File: config.mk
export PLATFORM = sky130hd
export DESIGN_NAME = piso_serializer
export DESIGN_NICKNAME = d
export VERILOG_FILES = /design/src/rtl/piso_serializer.sv
export SDC_FILE = /design/constraint.sdc
export NUM_CORES = 1
export LEC_CHECK = 0
export BUFFER_PORTS_ARGS = -buffer_cell sky130_fd_sc_hd__buf_2
export CORE_AREA = 2 2 41 43
export CTS_BUF_LIST = sky130_fd_sc_hd__clkbuf_16
export CTS_CLUSTER_DIAMETER = 50
export DETAILED_ROUTE_END_ITERATION = 7
export DIE_AREA = 0 0 43 45
export GPL_ROUTABILITY_DRIVEN = 0
export GPL_TIMING_DRIVEN = 0
export HOLD_SLACK_MARGIN = 0.02
export PLACE_DENSITY = 0.71
export SLEW_MARGIN = 15
export SYNTH_ARGS = -nofsm -noshare
export SYNTH_HDL_FRONTEND = slang
export SYNTH_SLANG_ARGS = --single-unit
File: constraint.sdc
create_clock -name i_clk -period 1.65 [get_ports i_clk]
set_input_delay 0 -clock i_clk [delete_from_list [all_inputs] [get_ports i_clk]]
set_output_delay 0 -clock i_clk [all_outputs]
set_load 0.01 [all_outputs]
File: src/rtl/piso_serializer.sv
// Parallel-in/serial-out stage: one WIDTH-bit word per valid/ready handshake, emitted
// as a gapless bit stream with bit-valid and last strobes. Optional even parity bit: PISO_PARITY_EN.
module piso_serializer #(
  parameter int WIDTH     = 8,
  parameter bit MSB_FIRST = 1'b1
) (
  input  logic             i_clk,
  input  logic             i_rst_n,
  input  logic [WIDTH-1:0] i_data,
  input  logic             i_valid,
  output logic             o_ready,
  output logic             o_serial,
  output logic             o_bit_valid,
  output logic             o_last,
  output logic             o_busy
);

  localparam int             CW       = $clog2(WIDTH + 1);
  localparam logic [CW-1:0]  LAST_IDX = CW'(WIDTH - 1);

  localparam logic [1:0] ST_IDLE   = 2'd0;
  localparam logic [1:0] ST_SHIFT  = 2'd1;
`ifdef PISO_PARITY_EN
  localparam logic [1:0] ST_PARITY = 2'd2;
`endif

  logic [1:0]       state;
  logic [WIDTH-1:0] sreg;
  logic [WIDTH-1:0] sreg_shift;
  logic [CW-1:0]    cnt;
  logic             head_bit;
  logic             data_last;
  logic             accept;
`ifdef PISO_PARITY_EN
  logic             par;
`endif

  // The bit on the wire is always the leading end of sreg; shifting pulls the next one in.
  always_comb begin
    sreg_shift = sreg;
    head_bit   = 1'b0;
    if (MSB_FIRST) begin
      sreg_shift = {sreg[WIDTH-2:0], 1'b0};
      head_bit   = sreg[WIDTH-1];
    end else begin
      sreg_shift = {1'b0, sreg[WIDTH-1:1]};
      head_bit   = sreg[0];
    end
  end

  assign data_last = (state == ST_SHIFT) && (cnt == LAST_IDX);
  assign accept    = i_valid && o_ready;

  always_ff @(posedge i_clk or negedge i_rst_n) begin
    if (!i_rst_n) begin
      state <= ST_IDLE;
      sreg  <= '0;
      cnt   <= '0;
`ifdef PISO_PARITY_EN
      par   <= 1'b0;
`endif
    end else if (accept) begin
      // A load in the last-bit cycle overrides the return to idle, keeping the stream gapless.
      state <= ST_SHIFT;
      sreg  <= i_data;
      cnt   <= '0;
`ifdef PISO_PARITY_EN
      par   <= ^i_data;
`endif
    end else begin
      case (state)
        ST_SHIFT: begin
          if (cnt == LAST_IDX) begin
`ifdef PISO_PARITY_EN
            state <= ST_PARITY;
`else
            state <= ST_IDLE;
`endif
            sreg  <= '0;
            cnt   <= '0;
          end else begin
            sreg  <= sreg_shift;
            cnt   <= cnt + CW'(1);
          end
        end
`ifdef PISO_PARITY_EN
        ST_PARITY: begin
          state <= ST_IDLE;
          par   <= 1'b0;
        end
`endif
        default: state <= ST_IDLE;
      endcase
    end
  end

  always_comb begin
    o_serial = 1'b0;
    case (state)
      ST_SHIFT:  o_serial = head_bit;
`ifdef PISO_PARITY_EN
      ST_PARITY: o_serial = par;
`endif
      default:   o_serial = 1'b0;
    endcase
  end

`ifdef PISO_PARITY_EN
  assign o_last = (state == ST_PARITY);
`else
  assign o_last = data_last;
`endif

  assign o_bit_valid = (state != ST_IDLE);
  assign o_busy      = o_bit_valid;
  assign o_ready     = (state == ST_IDLE) || o_last;

endmodule

# Yosys cells after proc, flatten, opt, wreduce, memory -nomap -nowiden

Cells that the tools add are included.

Output and inout port bits: 5
Register bits: 14
Input port bits: 11
Logic and storage cells: 23

Add/subtract/negate cells: 1
Reductions and logical operators: 6
Mux-type cells: 10
Equality and inequality tests: 3

Operators with widths:

| cell                                                                  | count |
|---|---|
| 8-bit 2-to-1 mux                                                      | 3 |
| 4-bit 2-to-1 mux                                                      | 3 |
| 2-bit 2-to-1 mux                                                      | 3 |
| 4-bit by 1-bit adder with 4-bit output, second input constant         | 1 |
| 4-bit by 3-bit equality test with 1-bit output, second input constant | 1 |
| 2-bit nonzero test                                                    | 2 |
| 3-bit by 2-bit != test with 1-bit output, second input constant       | 1 |
| 2-bit by 1-bit equality test with 1-bit output, second input constant | 1 |
| 1-bit logical AND                                                     | 2 |
| 2-bit logical NOT                                                     | 1 |
| 1-bit logical OR                                                      | 1 |
| 1-bit 2-to-1 mux                                                      | 1 |

# Logic depth before layout (Yosys ltp)

Gate-level depths: netlist of the first run.

Depth after elaboration: 5
Depth in mapped cells: 5
Mapped depth without buffers: 4

# Worst setup path after synthesis of the first run

Ideal clock, no wire load.

Path kind: register to register
Start point: register cnt[0]
End point: register sreg[1]
Arrival time: 1351 ps
Path buffers: 1
Path slack: 173 ps
Required time: 1524 ps
Library setup time: 126 ps
Period minus slack after synthesis: 1477 ps
Stages on the path, launching flop included: 6
Path through: dfrtp_1 -> ha_1 -> and3b_4 -> and2_4 -> buf_6 -> a221o_1

Longest elaborated chain between the ends: 5
Elaborated cells on any way between the ends: 8
Those cells by class: eq/ne: 1; mux: 3; reduce/logical: 4

RTL lines:

| what                                                          | RTL line | text |
|---|---|---|
| start, declared                                               | 30       | `logic [CW-1:0] cnt;` |
| start signal, assigned                                        | 83       | `cnt <= cnt + CW'(1);` |
| 4-bit by 3-bit equality test with 1-bit output (*)            | 51, 73   |  |
| 1-bit logical AND                                             | 51       | `assign data_last = (state == ST_SHIFT) && (cnt == LAST_IDX);` |
| 1-bit logical OR                                              | 116      | `assign o_ready = (state == ST_IDLE) \|\| o_last;` |
| 1-bit logical AND                                             | 52       | `assign accept = i_valid && o_ready;` |
| 8-bit 2-to-1 mux / 2-bit nonzero test (equally long branches) | -        |  |
| end signal, assigned                                          | 65       | `sreg <= i_data;` |
| end signal, assigned                                          | 82       | `sreg <= sreg_shift;` |
| end, declared                                                 | 28       | `logic [WIDTH-1:0] sreg;` |

Mark *: on every way between the ends. The rest lies on a longest branch, timed or not. The select of a mux whose other input is x is not followed.
A chain may end at the register's enable or synchronous reset.

# Worst setup path after layout of the first run

Same ends and word-level chain as after synthesis.

==> results of run 1 <==
==> worst max-delay path, delay by kind of cell (launching register included) <==
family / cells / cell delay (ns)
flip-flops: 1 / 0.41
AND/OR/NAND/NOR: 2 / 0.38
AO/OA/AOI/OAI: 1 / 0.30
adder cells (fa/ha/maj): 1 / 0.25
buffers and inverters: 1 / 0.13
==> layout by cell type, fill, tap and decap left out, types with 2 or more instances in the layout <==
cell type	synthesis	final
and2_1	2	2
buf_2	2	17
a221o_1	7	7
dfrtp_1	13	13
nand3_1	3	3
nand2_1	4	4
nor2_1	9	9
mux2i_1	8	8
clkbuf_16	0	3
inv_1	1	2
dlygate4sd3_1	0	8
buf_6	2	2
==> layer usage <==
layer	vias to the layer above	GRT usage
met5	-	0
met4	0	0.127
met3	5	0.0360
met2	12	0.309
met1	280	0.239
li1	286	-
==> per-stage QoR <==
stage               std cells   util  setup WS (ns)
CTS                       108  0.647         0.0646
global route              108  0.647        0.00713
floorplan                  65      -          0.173
finish                    108  0.647         0.0643
global placement           96  0.539         0.0980
detailed placement         96  0.539         0.0893
==> report_power, final <==
part / internal [mW] / switching, mW / total (mW)
Sequential: 0.444 / 0.0899 / 0.534
Combinational: 0.288 / 0.252 / 0.540
Clock: 0.319 / 0.130 / 0.449
Total: 1.05 / 0.472 / 1.52
==> sequential cells by signal, indices dropped and copies added, names as in the netlist <==
signal and flops:
sreg 8, cnt 4, state 1
==> how the worst min path moves through the flow <==
stage | startpoint | slack [ns] | endpoint
floorplan | i_rst_n | -0.30 | cnt[0]$_DFFE_PN0P_
CTS | i_data[2] | 0.03 | sreg[2]$_DFFE_PN0P_
global route | i_data[2] | 0.03 | sreg[2]$_DFFE_PN0P_
detailed placement | i_rst_n | -0.09 | cnt[2]$_DFFE_PN0P_
finish | i_data[2] | 0.02 | sreg[2]$_DFFE_PN0P_
global placement | i_rst_n | -0.1 | cnt[3]$_DFFE_PN0P_
==> area by class of cell <==
cell class,count,area (um2)
Fill cell,125,519
Sequential cell,13,325
Multi-Input combinational cell,45,325
Timing Repair Buffer,23,155
Clock buffer,3,75.1
Buffer,6,43.8
Tap cell,16,20.0
Clock inverter,1,3.75
Inverter,1,3.75
==> cell families after synthesis <==
family	after synthesis	synth area share
buf+inv	7	0.0681
flops	13	0.466
fa+ha+maj	1	0.0179
mux	8	0.115
compound gates	11	0.140
simple gates	24	0.181
xor+xnor	1	0.0125
==> flow_summary.toml, run 1 <==
[status]
status = "complete, no violations"

[critical_path]
r2r_start = "cnt[0]$_DFFE_PN0P_"
cp-end-kind = "flop"
slowest_stage = "dfrtp_1"
critical-path-max-stage-delay_ns = 0.41
cp-endpoint = "sreg[1]$_DFFE_PN0P_"
worstReg2RegEnd = "sreg[1]$_DFFE_PN0P_"
crit_chain = "ha_1 -> and3b_4 -> and2_4 -> buf_6 -> a221o_1"
cp.required_ns = 1.77
path_max_fanout = 9
critPathLaunch = "cnt[0]$_DFFE_PN0P_"
crit_arrival_ns = 1.70
start_kind = "flop"
rrSetupSlack_ns = 0.06
rr_worst_depth = 5
path_class = "flop to flop"

[cts]
cts_buffers = 3
post_cts_buffers = 0
cts_hold_buf = 8
cts_tree = "yes"
cts_resized = 0
cts_root_buffer = "clkbuf_16"
clkTransAtPathRegs_ns = 0.05
cts.sinks = 13
clk_path_buf_depth = 2
htreeDepth = 1
clk_latency_ns = 0.24

[min_path]
hold_class = "input pin to flop"
holdPathStages = 2

[detailed_routing]
routed-via-count = 583
met3_length_um = 51
wl_met2_um = 734
drtPass1Iterations = 4
highest_layer = "met4"
ant_nets = 0
drt-met1-wl_um = 678
drtIter0Drc = 4
wl_mm = 1.51
viasPerCell = 5.40
drc = 0
wl_per_cell_um = 13.9

[timing]
finalClockSkew_ns = 0.00419
slew_violations = 0
holdWs_ns = 0.0235
tightest_slew_ns = 0.337
setup_viol_count_final = 0
max_freq_mhz = 631
final_hold_viol_count = 0
rsz0062_at_grt = "false"
relSlewSlack = 0.775
post-route-min-period_ns = 1.59
final.setup.tns_ns = 0
post-route-period-util = 0.961

[floorplan]
fp-row-count = 14
die_area_um2 = 1940
die_y_um = 45
start_util = 0.474
coreArea_um2 = 1470
pin_count = 16
die-width_um = 43

[layout]
stdcell_area_um2 = 952
drive_gt1_frac = 0.272
antenna_cells = 0
final_nets = 105
synthToLayoutAreaGrowth_pct = 36.4

[global_route]
grt_pass1_wl_mm = 2.64
antenna_found_initial = 0
grt_use_total = 0.193
grt_max_degree = 14
overflow = 0
grt_pass1_vias = 577

[yosys]
ys.flop_type = "dfrtp_1"
async_flop_share = 1.00
synth_edf_count = 0
yosysMostFrequentCell = "dfrtp_1"
netlist_area_um2 = 698
ys_types = 24
synth_top_area_cell = "dfrtp_1"
synth_nets = 77
synth_top_area_frac = 0.466
post_synth.cell_area_avg_um2 = 10.7
synth_area_leaders = "dfrtp_1 (47%), mux2i_1 (11%), a221o_1 (10%)"
yosys-top-cells-count = "dfrtp_1 (13), nor2_1 (9), mux2i_1 (8), a221o_1 (7), nand2_1 (4)"
synth_seq_cells = 13
synth.yosys.seq_area_share = 0.466
synth_cells = 65
yosysWarnings = 0

[placed_design]
io_buffers = 15
dp_hpwl_um = 977
place_area_um2 = 793

[power]
power.total_mw = 1.52
peakVddDrop_mv = 0.865
power_density_nw_per_um2 = 1600
p_leak_nw = 0.476

[job]
maxCapViolCount = 0
Note: power is estimated with default switching activity, not from simulation.
==> run 2, diff against run 1 <==
--- a/config.mk
+++ b/config.mk
@@ -12,7 +12,7 @@
 export DETAILED_ROUTE_END_ITERATION = 7
 export DIE_AREA = 0 0 43 45
 export GPL_ROUTABILITY_DRIVEN = 0
-export GPL_TIMING_DRIVEN = 0
+export GPL_TIMING_DRIVEN = 1
 export HOLD_SLACK_MARGIN = 0.02
 export PLACE_DENSITY = 0.71
 export SLEW_MARGIN = 15
==> constraint.sdc (replaced) <==
create_clock -name i_clk -period 1.65 [get_ports i_clk]
set_input_delay 0.4125 -clock i_clk [delete_from_list [all_inputs] [get_ports i_clk]]
set_output_delay 0.4125 -clock i_clk [all_outputs]
set_load 0.01 [all_outputs]
==> flow_summary.toml, run 2 (synthesis gave the netlist of run 1 again) <==
[status]
status = "finished with violations"
failed_checks = "setup timing"

[global_route]
grt_pass1_vias = 496
grt_pass1_wl_mm = 2.22
antenna_found_initial = 0
overflow = 0
grt_max_degree = 14
grt_use_total = 0.159

[cts]
clk_path_buf_depth = 2
cts_hold_buf = 0
cts_buffers = 3
clk_latency_ns = 0.24
clkTransAtPathRegs_ns = 0.04
cts_tree = "yes"
cts_root_buffer = "clkbuf_16"
cts.sinks = 13
htreeDepth = 1

[critical_path]
path_max_fanout = 4
critical-path-max-stage-delay_ns = 0.39
worstReg2RegEnd = "sreg[5]$_DFFE_PN0P_"
cp-end-kind = "output pin"
cp.required_ns = 1.24
slowest_stage = "dfrtp_1"
path_class = "flop to output pin"
critPathLaunch = "cnt[1]$_DFFE_PN0P_"
start_kind = "flop"
cp-endpoint = "o_last"
crit_chain = "ha_2 -> and3b_4 -> and2_4 -> buf_6"
crit_arrival_ns = 1.30
r2r_start = "cnt[1]$_DFFE_PN0P_"
rr_worst_depth = 5
rrSetupSlack_ns = 0.19

[floorplan]
die_area_um2 = 1940
die_y_um = 45
pin_count = 16
die-width_um = 43
coreArea_um2 = 1470
start_util = 0.474
fp-row-count = 14

[detailed_routing]
drtPass1Iterations = 4
drc = 0
ant_nets = 0
viasPerCell = 5.45
drtIter0Drc = 12
wl_mm = 1.39
wl_per_cell_um = 13.7
routed-via-count = 550

[placed_design]
dp_slack_ns = 0.109
dp_hpwl_um = 944
io_buffers = 15
dp_cells = 94

[power]
power_density_nw_per_um2 = 1760
pwr-share-clk = 0.280
power.total_mw = 1.60
peakVddDrop_mv = 1.19
internal_power_mw = 1.12
power_frac_comb = 0.385
switching_share = 0.302
power_switching_uw = 482
seqPwrFrac = 0.336
p_leak_nw = 0.460

[timing]
tightest_slew_ns = 0.311
max_freq_mhz = 584
setup_viol_count_final = 2
rsz0062_at_grt = "true"
final_hold_viol_count = 0
relSlewSlack = 0.793
finalClockSkew_ns = 0.00228
final.setup.worst_slack_ns = -0.0621
post-route-min-period_ns = 1.71
slew_violations = 0
final.setup.tns_ns = -0.117
post-route-period-util = 1.04

[layout]
final_cell_count_no_fill = 101
synthToLayoutAreaGrowth_pct = 29.9
largest_reg_flops = 8
drive_gt1_frac = 0.376
reg_top3 = "sreg x8, cnt x4, state x1"
regArea_um2 = 325
fillerInstances = 125
multiInputGateArea_um2 = 338
final_cell_mix = "dfrtp_1 (13), buf_2 (13), nor2_1 (9), mux2i_1 (8)"
antenna_cells = 0
final_nets = 98
top_register = "sreg"
final_util = 0.616

[min_path]
hold_class = "input pin to async pin"

[job]
maxCapViolCount = 0
-- run 2: cell count changes in the layout (fill, tap and decap cells not counted), sizes merged --
cell and change:
buf +2, clkbuf -1, clkinv +1, dlygate4sd3 -8, inv -1
-- run 2: worst max-delay path, delay by kind of cell, from the launching register on --
kind	cells	cell delay [ns]
buffers and inverters	1	0.11
adders and majority gates	1	0.20
DFF	1	0.39
and+or+nand+nor	2	0.37
-- run 2: power groups by stage --
stage / Combinational, mW / Clock (mW) / Sequential, mW
after floorplan: 0.399 / 0 / 0.515
after global placement: 0.508 / 0 / 0.533
after detailed placement: 0.521 / 0 / 0.538
after CTS: 0.559 / 0.454 / 0.536
after global routing: 0.687 / 0.476 / 0.557
final: 0.614 / 0.447 / 0.536
-- run 2: final cells by class --
type / instances / share of cell area
sequential: 13 / 0.359
multi-input combinational: 45 / 0.372
timing repair buffer: 22 / 0.154
clock buffer: 3 / 0.0828
tap: 16 / 0.0221
inverter: 1 / 0.00414
clock inverter: 1 / 0.00552
-- run 2: through the flow --
stage	instance area, um2	hold WS [ns]
6_report	907	0.0522
5_1_grt	907	0.0775
4_1_cts	881	0.0622
3_5_place_dp	779	0.315
3_3_place_gp	779	0.318
2_1_floorplan	698	0.117
-- run 2: what timing repair did --
item                       4_1_cts  5_1_grt
pin swaps                        0        1
setup buffers                    1        2
setup endpoints to repair        2        2
gates resized for setup          4        3
-- run 2: worst min path at each step --
stage,startpoint,endpoint,slack (ns)
floorplan,i_rst_n,cnt[0]$_DFFE_PN0P_,0.12
detailed placement,i_rst_n,cnt[3]$_DFFE_PN0P_,0.31
global route,i_rst_n,sreg[0]$_DFFE_PN0P_,0.08
finish,i_rst_n,cnt[0]$_DFFE_PN0P_,0.05
CTS,i_rst_n,sreg[1]$_DFFE_PN0P_,0.06
global placement,i_rst_n,cnt[3]$_DFFE_PN0P_,0.32
-- run 2: routing by layer --
layer / share of wire / track usage / wire length, um
met5: 0 / 0 / 0
met4: 0.0065 / 0.0364 / 9
met3: 0.045 / 0.0720 / 62
met2: 0.50 / 0.255 / 697
met1: 0.44 / 0.199 / 617
==> run 3, diff against run 2 <==
--- a/config.mk
+++ b/config.mk
@@ -6,15 +6,14 @@
 export NUM_CORES = 1
 export LEC_CHECK = 0
 export BUFFER_PORTS_ARGS = -buffer_cell sky130_fd_sc_hd__buf_2
-export CORE_AREA = 2 2 41 43
+export CORE_AREA = 2 2 49 51
 export CTS_BUF_LIST = sky130_fd_sc_hd__clkbuf_16
 export CTS_CLUSTER_DIAMETER = 50
 export DETAILED_ROUTE_END_ITERATION = 7
-export DIE_AREA = 0 0 43 45
+export DIE_AREA = 0 0 51 53
 export GPL_ROUTABILITY_DRIVEN = 0
 export GPL_TIMING_DRIVEN = 1
 export HOLD_SLACK_MARGIN = 0.02
-export PLACE_DENSITY = 0.71
 export SLEW_MARGIN = 15
 export SYNTH_ARGS = -nofsm -noshare
 export SYNTH_HDL_FRONTEND = slang
==> flow_summary.toml, run 3 (synthesis gave the netlist of run 1 again) <==
[global_route]
grt_max_degree = 14
grt_pass1_vias = 532
overflow = 0
antenna_found_initial = 0
grt_pass1_wl_mm = 2.46
grt_use_total = 0.128

[critical_path]
crit_arrival_ns = 1.29
cp.required_ns = 1.24
path_class = "flop to output pin"
slowest_stage = "dfrtp_1"
cp-end-kind = "output pin"
crit_chain = "ha_2 -> and3b_4 -> nor2b_4 -> inv_1 -> buf_2"
path_max_fanout = 4
start_kind = "flop"
rr_worst_depth = 5
critical-path-max-stage-delay_ns = 0.39

[detailed_routing]
ant_nets = 0
highest_layer = "met4"
wl_mm = 1.46
wl_per_cell_um = 13.0
routed-via-count = 548
drc = 0
viasPerCell = 4.89
met3_length_um = 82
drtPass1Iterations = 3
wl_met2_um = 629
drtIter0Drc = 9
drt-met1-wl_um = 730

[cts]
cts_tree = "yes"
clkTransAtPathRegs_ns = 0.04
htreeDepth = 1
clk_path_buf_depth = 2
clk_latency_ns = 0.24
cts_buffers = 3
cts_root_buffer = "clkbuf_16"
cts.sinks = 13

[timing]
max_freq_mhz = 587
finalClockSkew_ns = 0.00120
final.setup.tns_ns = -0.107
post-route-min-period_ns = 1.70
relSlewSlack = 0.784
post-route-period-util = 1.03
tightest_slew_ns = 0.324
final.setup.worst_slack_ns = -0.0547
rsz0062_at_grt = "true"
setup_viol_count_final = 2
holdWs_ns = 0.0613
slew_violations = 0
final_hold_viol_count = 0

[status]
failed_checks = "setup timing"
status = "finished with violations"

[power]
power_density_nw_per_um2 = 1740
p_leak_nw = 0.458
peakVddDrop_mv = 0.862

[job]
maxCapViolCount = 0

[floorplan]
coreArea_um2 = 2150
die_y_um = 53
start_util = 0.325
die-width_um = 51
fp-row-count = 17
pin_count = 16
die_area_um2 = 2700

[layout]
largest_reg_flops = 8
final_cell_mix = "buf_2 (14), dfrtp_1 (13), nor2_1 (9), mux2i_1 (8), a221o_1 (7)"
final_common_cell = "buf_2"
antenna_cells = 0
synthToLayoutAreaGrowth_pct = 29.9
stdcell_area_um2 = 907
fillerInstances = 207
reg_top3 = "sreg x8, cnt x4, state x1"
drive_gt1_frac = 0.345
final_nets = 97
regArea_um2 = 325
multiInputGateArea_um2 = 338
top_register = "sreg"

[min_path]
hold_class = "input pin to async pin"

[placed_design]
place_area_um2 = 779
dp_slack_ns = 0.0608
io_buffers = 15
dp_hpwl_um = 940
==> run 3: worst max-delay path: cells and delay by family (launching register included) <==
| family | cells | cell delay, ns |
|---|---|---|
| flip-flops | 1 | 0.39 |
| AND/OR/NAND/NOR | 2 | 0.32 |
| adder cells (fa/ha/maj) | 1 | 0.18 |
| buffers and inverters | 2 | 0.17 |
==> run 3: where the power goes <==
part / internal (mW) / total (mW) / switching (mW)
combinational: 0.335 / 0.600 / 0.265
clock: 0.319 / 0.442 / 0.124
sequential: 0.444 / 0.532 / 0.0876
total: 1.10 / 1.57 / 0.476
==> run 3: routing by layer <==
layer,GRT usage,vias up
met3,0.0424,2
met4,0.0541,0
met5,0,-
met2,0.195,15
met1,0.164,261
li1,-,270
==> run 3: path summary, 6_finish.rpt <==
| path | startpoint | endpoint | slack (ns) |
|---|---|---|---|
| setup / recovery | cnt[1]$_DFFE_PN0P_ | o_ready | -0.05 |
| hold / removal | i_rst_n | sreg[7]$_DFFE_PN0P_ | 0.06 |
| setup reg to reg | cnt[1]$_DFFE_PN0P_ | cnt[3]$_DFFE_PN0P_ | 0.19 |
| hold reg to reg | sreg[2]$_DFFE_PN0P_ | sreg[3]$_DFFE_PN0P_ | 0.50 |
| max in group asynchronous | i_rst_n | cnt[1]$_DFFE_PN0P_ | 1.36 |
| min in group i_clk | i_data[0] | sreg[0]$_DFFE_PN0P_ | 0.40 |
==> run 3: cell type report <==
type | count | area share
clock buffers | 3 | 0.0828
clock inverters | 1 | 0.00414
inverters | 1 | 0.00414
multi-input cells | 45 | 0.372
flip-flops and latches | 13 | 0.359
well taps | 28 | 0.0386
repair buffers | 21 | 0.139
==> run 3: repair_timing <==
| action | 4_1_cts | 5_1_grt |
|---|---|---|
| gates resized for setup | 2 | 3 |
| buffers inserted | 2 | 2 |
| hold buffers | 0 | 0 |
| pin swaps | 1 | 1 |
| endpoints found under the setup margin | 2 | 2 |
==> run 3: stage by stage <==
stage                      util  total power [mW]  std cells
after CTS                 0.409              1.53        110
after global routing      0.422              1.71        112
after global placement    0.363              1.02        104
after floorplan               -             0.914         65
after detailed placement  0.363              1.03        104
final                     0.422              1.57        112
